## src/rtl/nnoc_pkg.sv

```systemverilog
// Shared constants and types for the NN accelerator datapath.
// Sizes the PE array, the skew buffer and its feed controller.
package nnoc_pkg;

    localparam int ROWS       = 4;
    localparam int COLS       = 4;
    localparam int DATA_W     = 8;
    localparam int TILE_CNT_W = 8;
    localparam int PE_LAT     = 2;

    typedef logic [DATA_W-1:0] act_t;

    typedef enum logic [1:0] {
        IDLE,
        WAIT_TILE,
        DRAIN,
        FLUSH
    } skew_state_e;

endpackage

```

## src/rtl/skew_feed_ctrl.sv

```systemverilog
// Sequencer for the 4x4 activation skew buffer feeding the PE array.
// Loads tiles, tracks the diagonal drain, flags first tile and job end.
module skew_feed_ctrl
    import nnoc_pkg::*;
(
    input  logic                         clk,
    input  logic                         reset,
    input  logic                         start,
    input  logic [TILE_CNT_W-1:0]        num_tiles,
    input  logic                         tile_valid,
    input  logic [ROWS*COLS*DATA_W-1:0]  tile_data,
    output logic                         tile_ready,
    output logic                         sb_load,
    output logic [ROWS*COLS*DATA_W-1:0]  sb_activation,
    output logic [ROWS-1:0]              row_valid,
    output logic                         acc_clear,
    output logic                         busy,
    output logic                         done
);

    localparam int D_W = $clog2(ROWS + COLS - 1);
    localparam int F_W = (PE_LAT > 1) ? $clog2(PE_LAT) : 1;
    localparam logic [D_W-1:0] D_LAST = D_W'(ROWS + COLS - 2);
    localparam logic [F_W-1:0] F_LAST = F_W'(PE_LAT - 1);

    skew_state_e           state_q, state_d;
    logic [TILE_CNT_W-1:0] rem_q, rem_d;
    logic                  first_q, first_d;
    logic [D_W-1:0]        d_q, d_d;
    logic [F_W-1:0]        f_q, f_d;
    logic                  done_q, done_d;
    logic [TILE_CNT_W-1:0] rem_dec;
    int                    dv;

    always_ff @(posedge clk) begin
        if (reset) begin
            state_q <= IDLE;
            rem_q   <= '0;
            first_q <= 1'b0;
            d_q     <= '0;
            f_q     <= '0;
            done_q  <= 1'b0;
        end else begin
            state_q <= state_d;
            rem_q   <= rem_d;
            first_q <= first_d;
            d_q     <= d_d;
            f_q     <= f_d;
            done_q  <= done_d;
        end
    end

    assign rem_dec = (rem_q != '0) ? rem_q - TILE_CNT_W'(1) : rem_q;
    assign dv      = int'(d_q);

    always_comb begin
        state_d    = state_q;
        rem_d      = rem_q;
        first_d    = first_q;
        d_d        = d_q;
        f_d        = f_q;
        done_d     = 1'b0;
        tile_ready = 1'b0;
        row_valid  = '0;
        unique case (state_q)
            IDLE: begin
                if (start) begin
                    if (num_tiles == '0) begin
                        done_d = 1'b1;
                    end else begin
                        rem_d   = num_tiles;
                        first_d = 1'b1;
                        state_d = WAIT_TILE;
                    end
                end
            end
            WAIT_TILE: begin
                tile_ready = 1'b1;
                if (tile_valid) begin
                    first_d = 1'b0;
                    rem_d   = rem_dec;
                    d_d     = '0;
                    state_d = DRAIN;
                end
            end
            DRAIN: begin
                for (int r = 0; r < ROWS; r++) begin
                    row_valid[r] = (r <= dv) && (dv <= r + COLS - 1);
                end
                if (d_q == D_LAST) begin
                    if (rem_q != '0) begin
                        // Back-to-back reload: old tail rows still drive this cycle.
                        tile_ready = 1'b1;
                        if (tile_valid) begin
                            first_d = 1'b0;
                            rem_d   = rem_dec;
                            d_d     = '0;
                        end else begin
                            state_d = WAIT_TILE;
                        end
                    end else begin
                        f_d     = '0;
                        state_d = FLUSH;
                    end
                end else begin
                    d_d = d_q + D_W'(1);
                end
            end
            FLUSH: begin
                if (f_q == F_LAST) begin
                    done_d  = 1'b1;
                    state_d = IDLE;
                end else begin
                    f_d = f_q + F_W'(1);
                end
            end
        endcase
    end

    assign sb_load       = tile_valid & tile_ready;
    assign acc_clear     = sb_load & first_q;
    assign sb_activation = tile_data;
    assign busy          = (state_q != IDLE);
    assign done          = done_q;

endmodule

```

## config.mk

```make
export PLATFORM = sky130hd
export DESIGN_NAME = skew_feed_ctrl
export DESIGN_NICKNAME = d
export VERILOG_FILES = /design/src/rtl/nnoc_pkg.sv /design/src/rtl/skew_feed_ctrl.sv
export SDC_FILE = /design/constraint.sdc
export NUM_CORES = 1
export LEC_CHECK = 0
export CORE_AREA = 2 2 107 109
export DETAILED_ROUTE_END_ITERATION = 10
export DIE_AREA = 0 0 109 111
export PLACE_DENSITY = 0.69
export SYNTH_ARGS = -nofsm -noshare
export SYNTH_HDL_FRONTEND = slang
export SYNTH_SLANG_ARGS = --single-unit
```

## constraint.sdc

```tcl
create_clock -name clk -period 2.07 [get_ports clk]
set_clock_uncertainty 0.2 [all_clocks]
set_input_delay 0.621 -clock clk [delete_from_list [all_inputs] [get_ports clk]]
set_output_delay 0.621 -clock clk [all_outputs]
set_load 0.03 [all_outputs]
```

==> out/metrics.csv <==
stage,metric,value,unit
status,status,finished with violations,
status,violations,setup timing,
die,io_pins,277,
clock_tree,clockRootBuffer,clkbuf_16,
setup_path,endpoint_kind,output port,
routing,drtPass1Iterations,4,
flow_run,drv_cap,0,
die,fp.coreArea,11100,um2
synthesis,ys.flop_type,dfxtp_1,
placement,hpwl,3940,um
sta,max_freq,0.401,GHz
setup_path,reg2reg_from,d_q[1],
global_route,grt.total_usage,8.19,%
sta,hold_ws,0.296,ns
routing,postRouteWirelength,5120,um
die,initial_core_util,20.5,%
global_route,antenna_found_initial,0,
final_layout,nets,382,
clock_tree,cts.sinks,16,
placement,placedCellCount,357,
global_route,grt_pass1_wl,7930,um
final_layout,area_growth,4.95,%
final_layout,nFillCells,1193,
setup_path,crit_arrival,1.67,ns
power,p_per_area,1360,nW/um2
clock_tree,cts_tree,done,
die,fp.dieH,111,um
clock_tree,cts_buffers,3,
routing,vias,1602,
placement,gp_congestion,0.911,
sta,max_slew_margin,72.3,%
routing,drtAntennaViolNets,0,
sta,rsz0062_at_grt,true,
setup_path,ff2ff_setup_slack,0.01,ns
synthesis,synth_edf_count,0,
global_route,grt_max_degree,22,
power,vdd_drop_max,550,uV
clock_tree,cts_buffer_depth,2,
routing,remaining_drc_errors,0,
synthesis,syn_area,2270,um2
final_layout,diodes,0,
global_route,gr-total-overflow,0,
sta,hold_viol_final,0,
min_path,hold_end,first_q,
clock_tree,clock_latency,0.25,ns
sta,worstMarginPinSlew,0.415,ns
synthesis,yosysUniqueCellTypes,45,
synthesis,synth_async_sr_flop_share,0,%
min_path,hold_path.class,flip-flop to flip-flop,
sta,fin_ws,-0.423,ns
power,p_leak,1.00,nW
placement,pre_cts_ws,-0.416,ns
synthesis,synth_seq_cells,16,
sta,drv_slew,0,
placement,placement.io_buffers,20,
setup_path,rr_endpoint,rem_q[2],
routing,wl_per_cell,13.8,um
final_layout,layout.cells.non_filler,372,
synthesis,yosysSeqAreaShare,14.1,%
synthesis,synth_area_per_cell,7.95,um2
setup_path,cp.required,1.25,ns
setup_path,cp_max_fo,3,
min_path,worstHoldPathCells,2,
global_route,first_global_vias,1587,
min_path,hp-start,first_q,
synthesis,syn-num-nets,437,
sta,setup_violations,7,
sta,period_share,120,%
final_layout,drive_gt1_share,50.2,%
clock_tree,clk_pin_slew,0.05,ns
clock_tree,cts_max_level,1,
routing,viasPerCell,4.31,
routing,drtIter0Drc,66,
sta,fin_crit,2.49,ns
die,rows,39,
power,power,0.00325,W
setup_path,r2r_cells,9,
setup_path,cp-start-kind,flip-flop,
synthesis,synth_cells,286,
synthesis,ys_warn_count,0,
die,die-area,12100,um2
die,die_w,109,um
setup_path,crit_type,flip-flop to output port,
==> where the power goes <==
| group | switching [W] | internal, W | total (W) |
|---|---|---|---|
| sequential | 0.0000924 | 0.000425 | 0.000517 |
| combinational | 0.00116 | 0.00120 | 0.00236 |
| clock | 0.000126 | 0.000254 | 0.000380 |
| total | 0.00138 | 0.00188 | 0.00325 |
==> worst max-delay path by stage <==
stage / from / endpoint / slack [ns] / cells after the start
3_3_place_gp: start / rem_q[6] / -0.40 / 7
5_1_grt: rem_q[0] / acc_clear / -0.49 / 8
4_1_cts: rem_q[0] / acc_clear / -0.47 / 8
3_5_place_dp: start / rem_q[6] / -0.42 / 7
6_report: rem_q[0] / acc_clear / -0.42 / 8
2_1_floorplan: rem_q[1] / sb_load / -0.22 / 7
==> repair_timing <==
| item | 4_1_cts | 5_1_grt |
|---|---|---|
| gates resized for setup | 27 | 21 |
| hold buffers | 0 | 0 |
| setup buffers | 7 | 5 |
| setup endpoints to repair | 19 | 18 |
| pin swaps | 8 | 14 |
==> area by class of cell <==
| cell class | count | area [um2] | area share, % |
|---|---|---|---|
| multi-input combinational | 121 | 1080 | 45.1 |
| timing repair buffer | 77 | 671 | 28.1 |
| sequential | 16 | 332 | 13.9 |
| tap | 143 | 179 | 7.50 |
| clock buffer | 3 | 75.1 | 3.15 |
| inverter | 12 | 52.6 | 2.20 |
==> flip-flops by register name (all words and copies together) (netlist names) <==
name,flops
d_q,3
done,1
f_q,1
first_q,1
rem_q,8
state_q,2
==> metrics by stage <==
stage	area (um2)	utilization, %	setup TNS (ns)
final	2390	21.5	-1.52
after global routing	2390	21.5	-2.22
after CTS	2260	20.4	-1.56
after detailed placement	2080	18.8	-5.31
after global placement	2080	18.8	-4.97
after floorplan	2390	-	-0.459
==> critical path: stages (launching register included) <==
cell	delay, ns
dfxtp_2	0.32
inv_2	0.07
ha_4	0.13
nor4b_4	0.25
nand2_2	0.13
a31oi_4	0.17
nor2b_4	0.07
and3_4	0.16
buf_12	0.13
==> metal layers <==
layer	global-route usage [%]	vias up	wire, um	part of all wire (%)
met4	4.44	0	248	4.8
met5	0	-	0	0
met1	9.62	745	2060	40
met3	3.53	42	545	11
met2	12.4	92	2270	44
li1	-	723	-	-
==> synthesized netlist by cell type (3+ instances only) <==
cell / n / area (um2)
a31oi_1: 4 / 25.0
a21oi_1: 11 / 55.1
nor2b_1: 4 / 25.0
nor4_1: 3 / 18.8
mux2i_1: 5 / 50.1
nand2_1: 14 / 52.6
dfxtp_1: 16 / 320
o211ai_1: 4 / 30.0
inv_1: 12 / 45.0
buf_4: 129 / 968
a21o_1: 3 / 22.5
o31ai_2: 3 / 37.5
nand3_1: 3 / 15.0
nor2_1: 17 / 63.8
clkbuf_1: 5 / 18.8
o32ai_2: 3 / 48.8
ha_1: 11 / 138
nor3_1: 6 / 30.0
==> cells by family after synthesis <==
group	synth area share (%)
compound gates	16.1
xor+xnor	0.771
fa+ha+maj	6.05
buf+inv	46.6
flops	14.1
mux	2.20
simple gates	14.2
==> layout by cell type, fill, tap and decap left out, drive strengths merged, types with 3 or more instances in the layout <==
master / synthesis / routed
o32ai: 5 / 5
a21o: 3 / 3
clkbuf: 5 / 3
a31oi: 4 / 4
mux2i: 5 / 5
nor2b: 4 / 4
clkdlybuf4s50: 0 / 5
o31ai: 4 / 4
nand3: 4 / 4
ha: 11 / 11
nor3: 6 / 6
o211ai: 4 / 4
buf: 132 / 65
nand2: 14 / 14
inv: 12 / 12
dlygate4sd2: 0 / 6
dfxtp: 16 / 16
nor4: 3 / 3
a21oi: 11 / 11
nor2: 17 / 17
No activity file was read; power rests on OpenSTA's default activity.
